==> src/rtl/riscv_dmem_access_sequencer.sv <==
// riscv_dmem_access_sequencer: splits load/store requests into aligned bus beats and forms extended load results
module riscv_dmem_access_sequencer #(
  parameter int DATA_WIDTH = 32,
  parameter int ADDR_WIDTH = 32,
  parameter bit ALLOW_MISALIGNED = 1
) (
  input  logic                    clk,
  input  logic                    reset_n,
  input  logic                    req_valid,
  output logic                    req_ready,
  input  logic [ADDR_WIDTH-1:0]   req_address,
  input  logic [1:0]              req_width,
  input  logic                    req_write,
  input  logic                    req_unsigned,
  input  logic [DATA_WIDTH-1:0]   req_wdata,
  output logic                    mem_valid,
  input  logic                    mem_ack,
  output logic [ADDR_WIDTH-1:0]   mem_address,
  output logic [DATA_WIDTH/8-1:0] mem_byte_enable,
  output logic                    mem_write_enable,
  output logic                    mem_read_enable,
  output logic [DATA_WIDTH-1:0]   mem_write_data,
  input  logic [DATA_WIDTH-1:0]   mem_read_data,
  output logic                    resp_valid,
  output logic [DATA_WIDTH-1:0]   resp_data,
  output logic                    resp_fault,
  output logic                    resp_split
);
  localparam int BYTES = DATA_WIDTH / 8;
  localparam int OFS = $clog2(BYTES);
  localparam logic [1:0] IDLE = 2'd0, BEAT1 = 2'd1, BEAT2 = 2'd2, FAULT = 2'd3;
  logic [1:0] state, width_q;
  logic [ADDR_WIDTH-1:0] addr_q;
  logic [OFS-1:0] offset, off_q;
  logic [OFS+2:0] wsh, rsh;
  logic [4:0] size;
  logic [2*BYTES-1:0] mask, be_wide;
  logic [BYTES-1:0] be1_q, be2_q;
  logic [DATA_WIDTH-1:0] wrot, wdata_q, hold_q, lanes, merged, rrot, ext;
  logic write_q, unsigned_q, split_q, misaligned, split, illegal, fault, last_ack, sign;
  assign offset = req_address[OFS-1:0];
  assign size = 5'd1 << req_width;
  assign mask = ~({2*BYTES{1'b1}} << size);
  // lanes past the bus word spill into the upper half and become the second beat
  assign be_wide = mask << offset;
  assign misaligned = (5'(offset) & (size - 5'd1)) != 5'd0;
  assign split = 5'(offset) + size > 5'(BYTES);
  assign illegal = size > 5'(BYTES);
  assign fault = illegal | (misaligned & !ALLOW_MISALIGNED);
  assign wsh = {offset, 3'b000};
  assign wrot = (req_wdata << wsh) | (req_wdata >> (DATA_WIDTH - int'(wsh)));
  assign req_ready = state == IDLE;
  assign mem_valid = state == BEAT1 || state == BEAT2;
  assign mem_read_enable = mem_valid & !write_q;
  assign mem_write_enable = mem_valid & write_q;
  assign mem_address = state == BEAT2 ? addr_q + ADDR_WIDTH'(BYTES) : addr_q;
  assign mem_byte_enable = state == BEAT2 ? be2_q : be1_q;
  assign mem_write_data = wdata_q;
  assign last_ack = mem_ack & ((state == BEAT1 & !split_q) | state == BEAT2);
  assign rsh = {off_q, 3'b000};
  always_comb begin
    lanes = '0;
    for (int i = 0; i < BYTES; i++) lanes[i*8 +: 8] = {8{mem_byte_enable[i]}};
    merged = (state == BEAT2 ? hold_q : '0) | (mem_read_data & lanes);
    rrot = (merged >> rsh) | (merged << (DATA_WIDTH - int'(rsh)));
    sign = !unsigned_q & (width_q == 2'd0 ? rrot[7] : width_q == 2'd1 ? rrot[15] : rrot[31]);
    ext = '0;
    for (int i = 0; i < DATA_WIDTH; i++) ext[i] = i < (8 << width_q) ? rrot[i] : sign;
  end
  always_ff @(posedge clk) begin
    if (!reset_n) begin
      state <= IDLE;
      resp_valid <= 1'b0;
      resp_fault <= 1'b0;
      resp_split <= 1'b0;
      resp_data <= '0;
      hold_q <= '0;
    end else begin
      resp_valid <= 1'b0;
      if (state == IDLE && req_valid) begin
        state <= fault ? FAULT : BEAT1;
        addr_q <= {req_address[ADDR_WIDTH-1:OFS], OFS'(0)};
        off_q <= offset;
        width_q <= req_width;
        write_q <= req_write;
        unsigned_q <= req_unsigned;
        split_q <= split;
        be1_q <= be_wide[BYTES-1:0];
        be2_q <= be_wide[2*BYTES-1:BYTES];
        wdata_q <= wrot;
      end
      if (state == FAULT) begin
        state <= IDLE;
        resp_valid <= 1'b1;
        resp_fault <= 1'b1;
        resp_split <= 1'b0;
        resp_data <= '0;
      end
      if (state == BEAT1 && mem_ack) begin
        hold_q <= merged;
        state <= BEAT2;
      end
      if (last_ack) begin
        state <= IDLE;
        resp_valid <= 1'b1;
        resp_fault <= 1'b0;
        resp_split <= split_q;
        resp_data <= write_q ? '0 : ext;
      end
    end
  end
endmodule

==> config.mk <==
export PLATFORM = sky130hd
export DESIGN_NAME = riscv_dmem_access_sequencer
export DESIGN_NICKNAME = d
export VERILOG_FILES = /design/src/rtl/riscv_dmem_access_sequencer.sv
export SDC_FILE = /design/constraint.sdc
export NUM_CORES = 1
export LEC_CHECK = 0
export CORE_UTILIZATION = 36
export DETAILED_ROUTE_END_ITERATION = 12
export HOLD_SLACK_MARGIN = 0.02
export PLACE_DENSITY = 0.64
export SLEW_MARGIN = 20
export SYNTH_ARGS = -nofsm -noshare
export SYNTH_HDL_FRONTEND = slang
export SYNTH_SLANG_ARGS = --single-unit
==> constraint.sdc <==
create_clock -name clk -period 6.9 [get_ports clk]
set_input_delay 0.69 -clock clk [delete_from_list [all_inputs] [get_ports clk]]
set_output_delay 0.69 -clock clk [all_outputs]
set_load 0.01 [all_outputs]
Yosys cells after proc, flatten, opt, wreduce, memory -nomap -nowiden
Index checks and enable logic that the tools add are counted.
- flip-flop bits (word level): 146
- input bits: 104
- output and inout port bits: 107
- word-level logic and storage cells: 139
- add/sub/neg operators: 4
- $lt $le $gt $ge: 34
- equality and inequality tests: 4
- shift operators: 8
- multiplexer cells: 48
- bitwise logic cells: 12
- reduce and logical (&&, ||, !) cells: 13
- operators by type and width (kind ; count):
    less-than comparator 6 x 32 -> 1 bit (first input constant) ; 16
    less-than comparator 5 x 32 -> 1 bit (first input constant) ; 8
    two-way mux 32 bit ; 5
    less-than comparator 4 x 32 -> 1 bit (first input constant) ; 4
    OR 32 bit ; 3
    less-than comparator 3 x 32 -> 1 bit (first input constant) ; 2
    two-way mux 1 bit ; 38
    adder 32 x 3 -> 32 bit (second input constant) ; 1
    AND 32 bit ; 1
    less-than comparator 1 x 32 -> 1 bit (first input constant) ; 1
    less-than comparator 2 x 32 -> 1 bit (first input constant) ; 1
    << shifter 32 x 32 -> 32 bit ; 1
    << shifter 32 x 5 -> 32 bit ; 1
    << shifter 4 x 2 -> 32 bit (first input constant) ; 1
    >> shifter 32 x 32 -> 32 bit ; 1
    >> shifter 32 x 5 -> 32 bit ; 1
    subtractor 6 x 5 -> 7 bit (first input constant) ; 2
    greater-than comparator 5 x 3 -> 1 bit (second input constant) ; 2
    two-way mux 2 bit ; 4
    inverter 8 bit ; 1
    << shifter 8 x 2 -> 8 bit ; 1
    << shifter 8 x 5 -> 8 bit (first input constant) ; 1
    adder 2 x 5 -> 5 bit ; 1
    AND 1 bit ; 5
    15 further kinds ; 21

Depth between registers and ports, before layout
Gate-level depths: netlist of the first run.
- depth in word-level cells: 12
- gate-level depth with buffers: 12
- depth with buffers taken out: 7

Least setup slack after synthesis of the first run
OpenSTA, ideal clock, no wires.
- path type: input to register
- from: input port reset_n
- to: register addr_q[10], enable pin
- arrival: 4258 ps
- setup slack: 2130 ps
- cell stages on the path: 3
- cell sequence: clkinv_1 clkbuf_1 nor2_1
- longest elaborated chain between the ends: 1
- ends and longest elaborated chain (what ; RTL line ; text):
    start: declaration ; 8 ; input logic reset_n,
    AND reduction 2 bit (no source line) ; n/a ;
    end signal: assignment ; 82 ; addr_q <= {req_address[ADDR_WIDTH-1:OFS], OFS'(0)};
    end: declaration ; 33 ; logic [ADDR_WIDTH-1:0] addr_q;
Every way passes these cells.
A chain may end at the register's enable or synchronous reset.

Final worst setup path of the first run
- from: input port req_address[0]
- to: register wdata_q[17] (netlist: mem_write_data[17]), data pin
- longest elaborated chain between the ends: 3
- ends and longest elaborated chain (what ; RTL line ; text):
    start: declaration ; 11 ; input logic [ADDR_WIDTH-1:0] req_address,
    subtractor 6 x 5 -> 7 bit ; 51 ; assign wrot = (req_wdata << wsh) | (req_wdata >> (DATA_WIDTH - int'(wsh)));
    >> shifter 32 x 32 -> 32 bit ; 51 ;
    OR 32 bit * ; 51 ;
    net wrot[17] ; 39 ; logic [DATA_WIDTH-1:0] wrot, wdata_q, hold_q, lanes, merged, rrot, ext;
    end signal: assignment ; 90 ; wdata_q <= wrot;
    end: declaration ; 39 ;
The timed path passes the listed nets; every way through them passes the cells marked *.

==> flow_summary.ini, run 1 <==
[outcome]
outcome = complete, no violations

[critical_path]
start_kind = input port
worstReg2RegEnd = resp_data[9]
worstSetupEndpointType = flop
reg2reg_depth = 7
critPathRequiredTime_ps = 7040
worstPathArrival_ps = 4280
worst-r2r-setup-slack_ps = 3200
crit_fanout = 48
crit_type = in2reg
r2r_start = off_q[1]

[final_layout]
final_common_cell = clkdlybuf4s50_1
final_cell_mix = clkdlybuf4s50_1, nor2_1, nand2_1, edfxtp_1, dfxtp_1
drive_gt1_share_pct = 9.59
nets = 1133
diodes = 0
final_util_pct = 48.9
final_cell_area_sq_um = 11000
fillers = 2094
area_growth_pct = 33.5

[sta]
slew_violations = 0
worst_pin_slew_ps = 958
period_minus_slack_ps = 4140
tns_ps = 0
hold_violations = 0
final-setup-viol-count = 0
skew_ps = 22.2
relSlewSlack_pct = 36.2
post-route-period-util_pct = 60.0
rsz0062_at_grt = false
holdWs_ps = 456
max_freq_mhz = 242

[worst_hold_path]
hold_path_class = reg2reg
hold_end = resp_data[19]
min-delay-start = resp_data[19]
holdPathStages = 2

[routing]
finalWirelength_mm = 25.1
drt_first_pass_iters = 5
drt_iter0_markers = 714
num_vias = 7580
drcViolationCount = 0
vias_per_cell = 5.76
postRouteAntennaNets = 0
wire_per_inst_microns = 19.1

[cts]
clk_pin_slew_ps = 60
htreeDepth = 4
cts.sinks = 146
cts_tree = done
clock_latency_ps = 430
cts-buffers-inserted = 17
cts_buffer_depth = 2
clockRootBuffer = clkbuf_16
cts_resized = 0
post_cts_buffers = 0
postCtsHoldBufs = 0

[logic_synthesis]
synth_area_leaders = edfxtp_1, dfxtp_1, nor2_1
netlist_area_sq_um = 8270
yosysWarningCount = 0
synth_area_leader_cell = edfxtp_1
synth-edff-count = 77
synth_flop_cell = edfxtp_1
synthArstFlopShare_pct = 0
ys_types = 60
synth_seq_area_share_pct = 44.7
syn_inst = 851
synth_area_per_cell_sq_um = 9.71
ys_ff_latch = 146
yosysTopAreaCellShare_pct = 28.0

[floorplan]
start_util_pct = 36.6
core-area_sq_um = 22600
die_x_microns = 154
ios = 211
placementRows = 55
dieArea_sq_um = 23600
die_h_microns = 154

[placed_design]
port_buffers = 208
dpl_cell_area_sq_um = 10500
gp_congestion = 0.911
dp_hpwl_mm = 18.1

[power]
p_comb_share_pct = 22.6
pwr-share-clk_pct = 35.8
internal_power_mw = 1.74
power.switching_uw = 729
power.density_nw_per_um2 = 224
worst_ir_drop_vdd_v = 0.000155
switching_share_pct = 29.5
power_leakage_nw = 3.85
seq_power_share_pct = 41.6

[global_route]
antenna_found_initial = 0
gr-total-overflow = 0
grt_pass1_vias = 7162
grt_max_degree = 53
track_usage_pct = 21.3
grt_pass1_wl_mm = 39.2

[flow_run]
maxCapViolations = 0
==> cells by family (layout without fill, tap and decap cells) <==
logic type | count (synthesis) | in the layout | synth area share (%)
flip-flops | 146 | 146 | 44.7
multiplexers | 65 | 65 | 9.61
adder cells (fa/ha/maj) | 10 | 10 | 1.60
AO/OA/AOI/OAI | 249 | 249 | 21.8
XOR/XNOR | 29 | 29 | 3.07
buffers and inverters | 87 | 267 | 4.78
other | 1 | 2 | 0.0454
AND/OR/NAND/NOR | 264 | 264 | 14.4
==> how the worst max path moves through the flow <==
stage              startpoint                 end  slack (ps)  cells after the start
6_report       req_address[0]  mem_write_data[17]        2760                      8
5_1_grt        req_address[0]  mem_write_data[18]        2430                      8
4_1_cts        req_address[0]  mem_write_data[17]        2810                      8
3_5_place_dp   req_address[0]  mem_write_data[17]        2370                      8
3_3_place_gp   req_address[0]  mem_write_data[17]        2480                      8
2_1_floorplan         reset_n          addr_q[10]        2130                      3
==> state kept, by name (all words and copies together) (netlist names) <==
register	count
be1_q	4
hold_q	32
resp_fault	1
width_q	2
unsigned_q	1
write_q	1
addr_q	30
resp_data	32
off_q	2
split_q	1
be2_q	4
resp_valid	1
state	2
mem_write_data	32
resp_split	1
==> per-stage QoR <==
step | total power [mW] | worst slack [ps] | cells
global route | 2.58 | 2430 | 1317
detailed placement | 1.60 | 2370 | 1285
floorplan | 1.37 | 2130 | 852
CTS | 2.49 | 2810 | 1317
finish | 2.47 | 2760 | 1317
global placement | 1.59 | 2480 | 1285
==> cells in the mapped netlist (12+ instances only) <==
cell type / number
mux2_2: 31
nor2_1: 93
mux2i_1: 25
nor3_1: 16
a21oi_1: 56
nand2_1: 82
a22o_1: 18
o21ai_0: 33
a211oi_1: 32
clkbuf_1: 50
o221ai_1: 19
xnor2_1: 24
inv_1: 12
nand3_1: 26
edfxtp_1: 77
dfxtp_1: 69
==> worst max-delay path: stages <==
cell and delay, ps:
clkdlybuf4s50_1 450, buf_4 410, clkinv_1 720, ha_1 1060, nor2_1 310, buf_4 280
a211oi_1 260, a31oi_1 70
==> power groups by stage <==
stage	sequential, mW	clock, mW	combinational [mW]
4_1_cts	1.03	0.904	0.555
3_5_place_dp	1.04	0	0.553
6_report	1.03	0.885	0.559
2_1_floorplan	1.04	0	0.330
5_1_grt	1.03	0.938	0.605
3_3_place_gp	1.04	0	0.548
==> routing by layer <==
metal / global-route usage [%] / part of all wire [%] / wire (microns) / up-vias
met3: 4.99 / 8.8 / 2220 / 37
met2: 33.1 / 46 / 11600 / 356
met5: 0 / 0 / 0 / -
met1: 28.6 / 43 / 10800 / 3640
li1: - / - / - / 3547
met4: 8.14 / 2.4 / 599 / 0
==> final cells by class <==
type	count	area (sq um)	share of cell area [%]
Clock buffer	20	468	4.24
Clock inverter	12	97.6	0.884
Tap cell	285	357	3.23
Inverter	16	60.1	0.544
Timing Repair Buffer	219	2160	19.6
Multi-Input combinational cell	619	4190	38.0
Sequential cell	146	3690	33.5
No activity file was read; power rests on OpenSTA's default activity.
==> run 2: changes to the inputs <==
--- a/config.mk
+++ b/config.mk
@@ -8,7 +8,7 @@
 export CORE_UTILIZATION = 36
 export DETAILED_ROUTE_END_ITERATION = 12
 export HOLD_SLACK_MARGIN = 0.02
-export PLACE_DENSITY = 0.64
+export PLACE_DENSITY = 0.66
 export SLEW_MARGIN = 20
 export SYNTH_ARGS = -nofsm -noshare
 export SYNTH_HDL_FRONTEND = slang
==> constraint.sdc (replaced) <==
create_clock -name clk -period 3.52 [get_ports clk]
set_input_delay 0.352 -clock clk [delete_from_list [all_inputs] [get_ports clk]]
set_output_delay 0.352 -clock clk [all_outputs]
set_load 0.01 [all_outputs]
==> run 2 against run 1 <==
Compared with the run above: register-to-register slack worse by 2500 ps; first-iteration DRC count is 5.7% lower; highest routed layer unchanged; non-clock buffer count is 14 higher; power is 99% higher; largest cell class unchanged; final area is 1.3% higher; largest power group unchanged.
==> flow_summary.ini, run 2 (synthesized netlist as in run 1, its figures left out) <==
[power]
worst_ir_drop_vdd_v = 0.000269
p_comb_share_pct = 23.0
internal_power_mw = 3.50
switching_share_pct = 28.8
pwr-share-clk_pct = 36.1
p_total_mw = 4.91
seq_power_share_pct = 41.0
power.switching_mw = 1.41
power.density_nw_per_um2 = 439
power_leakage_nw = 3.92

[sta]
max_freq_mhz = 306
rsz0062_at_grt = false
skew_ps = 17.2
relSlewSlack_pct = 44.3
hold_violations = 0
post-route-period-util_pct = 92.9
period_minus_slack_ps = 3270
final-setup-viol-count = 0
tns_ps = 0
worst_pin_slew_ps = 832
fin_ws_ps = 250
slew_violations = 0

[final_layout]
drive_gt1_share_pct = 10.6
final_cells = 1332
fillers = 2055
final_common_cell = clkdlybuf4s50_1
area_growth_pct = 35.2
final_cell_mix = clkdlybuf4s50_1, nor2_1, nand2_1, edfxtp_1, dfxtp_1
nets = 1147

[floorplan]
placementRows = 55
core-area_sq_um = 22600
start_util_pct = 36.6
die_x_microns = 154
ios = 211
die_h_microns = 154
dieArea_sq_um = 23600

[cts]
clock_latency_ps = 440
clockRootBuffer = clkbuf_16
cts_resized = 0
cts-buffers-inserted = 17
cts_buffer_depth = 2
clk_pin_slew_ps = 60
post_cts_buffers = 0
cts_tree = done
htreeDepth = 4
postCtsHoldBufs = 0
cts.sinks = 146

[critical_path]
crit_fanout = 9
start_kind = flop
crit_type = reg2out
worstSetupEndpointType = output pin
worstPathArrival_ps = 2920
critPathRequiredTime_ps = 3170

[routing]
top_layer_used = met4
met3_length_mm = 1.89
postRouteAntennaNets = 0
vias_per_cell = 5.68
drt_first_pass_iters = 5
wire_per_inst_microns = 19.4
drt_iter0_markers = 673
route.met2.wl_mm = 12.3
finalWirelength_mm = 25.9
drcViolationCount = 0
met1_length_mm = 11.1
num_vias = 7566

[placed_design]
gp_congestion = 0.913
dp_hpwl_mm = 18.4
port_buffers = 208
placedCellCount = 1299
dpl_worst_slack_ps = 499

[flow_run]
maxCapViolations = 0

[global_route]
grt_pass1_wl_mm = 39.9
grt_pass1_vias = 6977
antenna_found_initial = 2
track_usage_pct = 22.0
grt_max_degree = 55
gr-total-overflow = 0

[worst_hold_path]
hold_path_class = reg2reg

[outcome]
outcome = complete, no violations
==> run 2: cell types whose count changed in the layout (fill, tap and decap cells not counted), sizes merged <==
cell	change
diode	+2
clkbuf	-2
bufinv	+2
clkinvlp	+2
buf	+14
inv	-3
==> run 2: area by class of cell <==
type / instances / area (sq um) / share of cell area, %
Clock inverter: 13 / 136 / 1.22
Antenna cell: 2 / 5.00 / 0.0448
Sequential cell: 146 / 3690 / 33.0
Clock buffer: 18 / 429 / 3.84
Multi-Input combinational cell: 619 / 4200 / 37.6
Inverter: 16 / 60.1 / 0.537
Timing Repair Buffer: 233 / 2290 / 20.5
Tap cell: 285 / 357 / 3.19
==> run 2: through the flow <==
step	utilization (%)	hold WS (ps)	instance area [sq um]
floorplan	-	451	8270
global placement	47.0	440	10600
detailed placement	47.0	443	10600
CTS	49.5	457	11200
global route	49.5	469	11200
finish	49.5	454	11200
==> run 2: layer usage <==
layer / vias to the layer above / global-route usage (%)
met5: - / 0
met4: 0 / 8.48
met3: 43 / 4.43
met2: 321 / 35.1
met1: 3631 / 29.2
li1: 3571 / -
==> run 2: worst paths after layout <==
kind              slack (ps)  cells past startpoint               to          start
setup / recovery         250                      6  mem_address[29]     addr_q[11]
hold / removal           450                      2    resp_data[18]  resp_data[18]
hold reg to reg          450                      2    resp_data[18]  resp_data[18]
setup reg to reg         700                      6    resp_data[23]       off_q[1]
==> run 2: power groups by stage <==
stage / Clock, mW / Combinational (mW) / Sequential [mW]
2_1_floorplan: 0 / 0.647 / 2.03
3_3_place_gp: 0 / 1.10 / 2.04
3_5_place_dp: 0 / 1.12 / 2.05
4_1_cts: 1.79 / 1.12 / 2.01
5_1_grt: 1.88 / 1.22 / 2.02
6_report: 1.77 / 1.13 / 2.01
==> run 2: worst max-delay path, cell delays in order (launching register included) <==
cell	delay, ps
edfxtp_1	410
and4_1	280
nand4_1	310
nor4_4	560
nand4_1	200
xnor2_1	180
clkdlybuf4s50_1	560
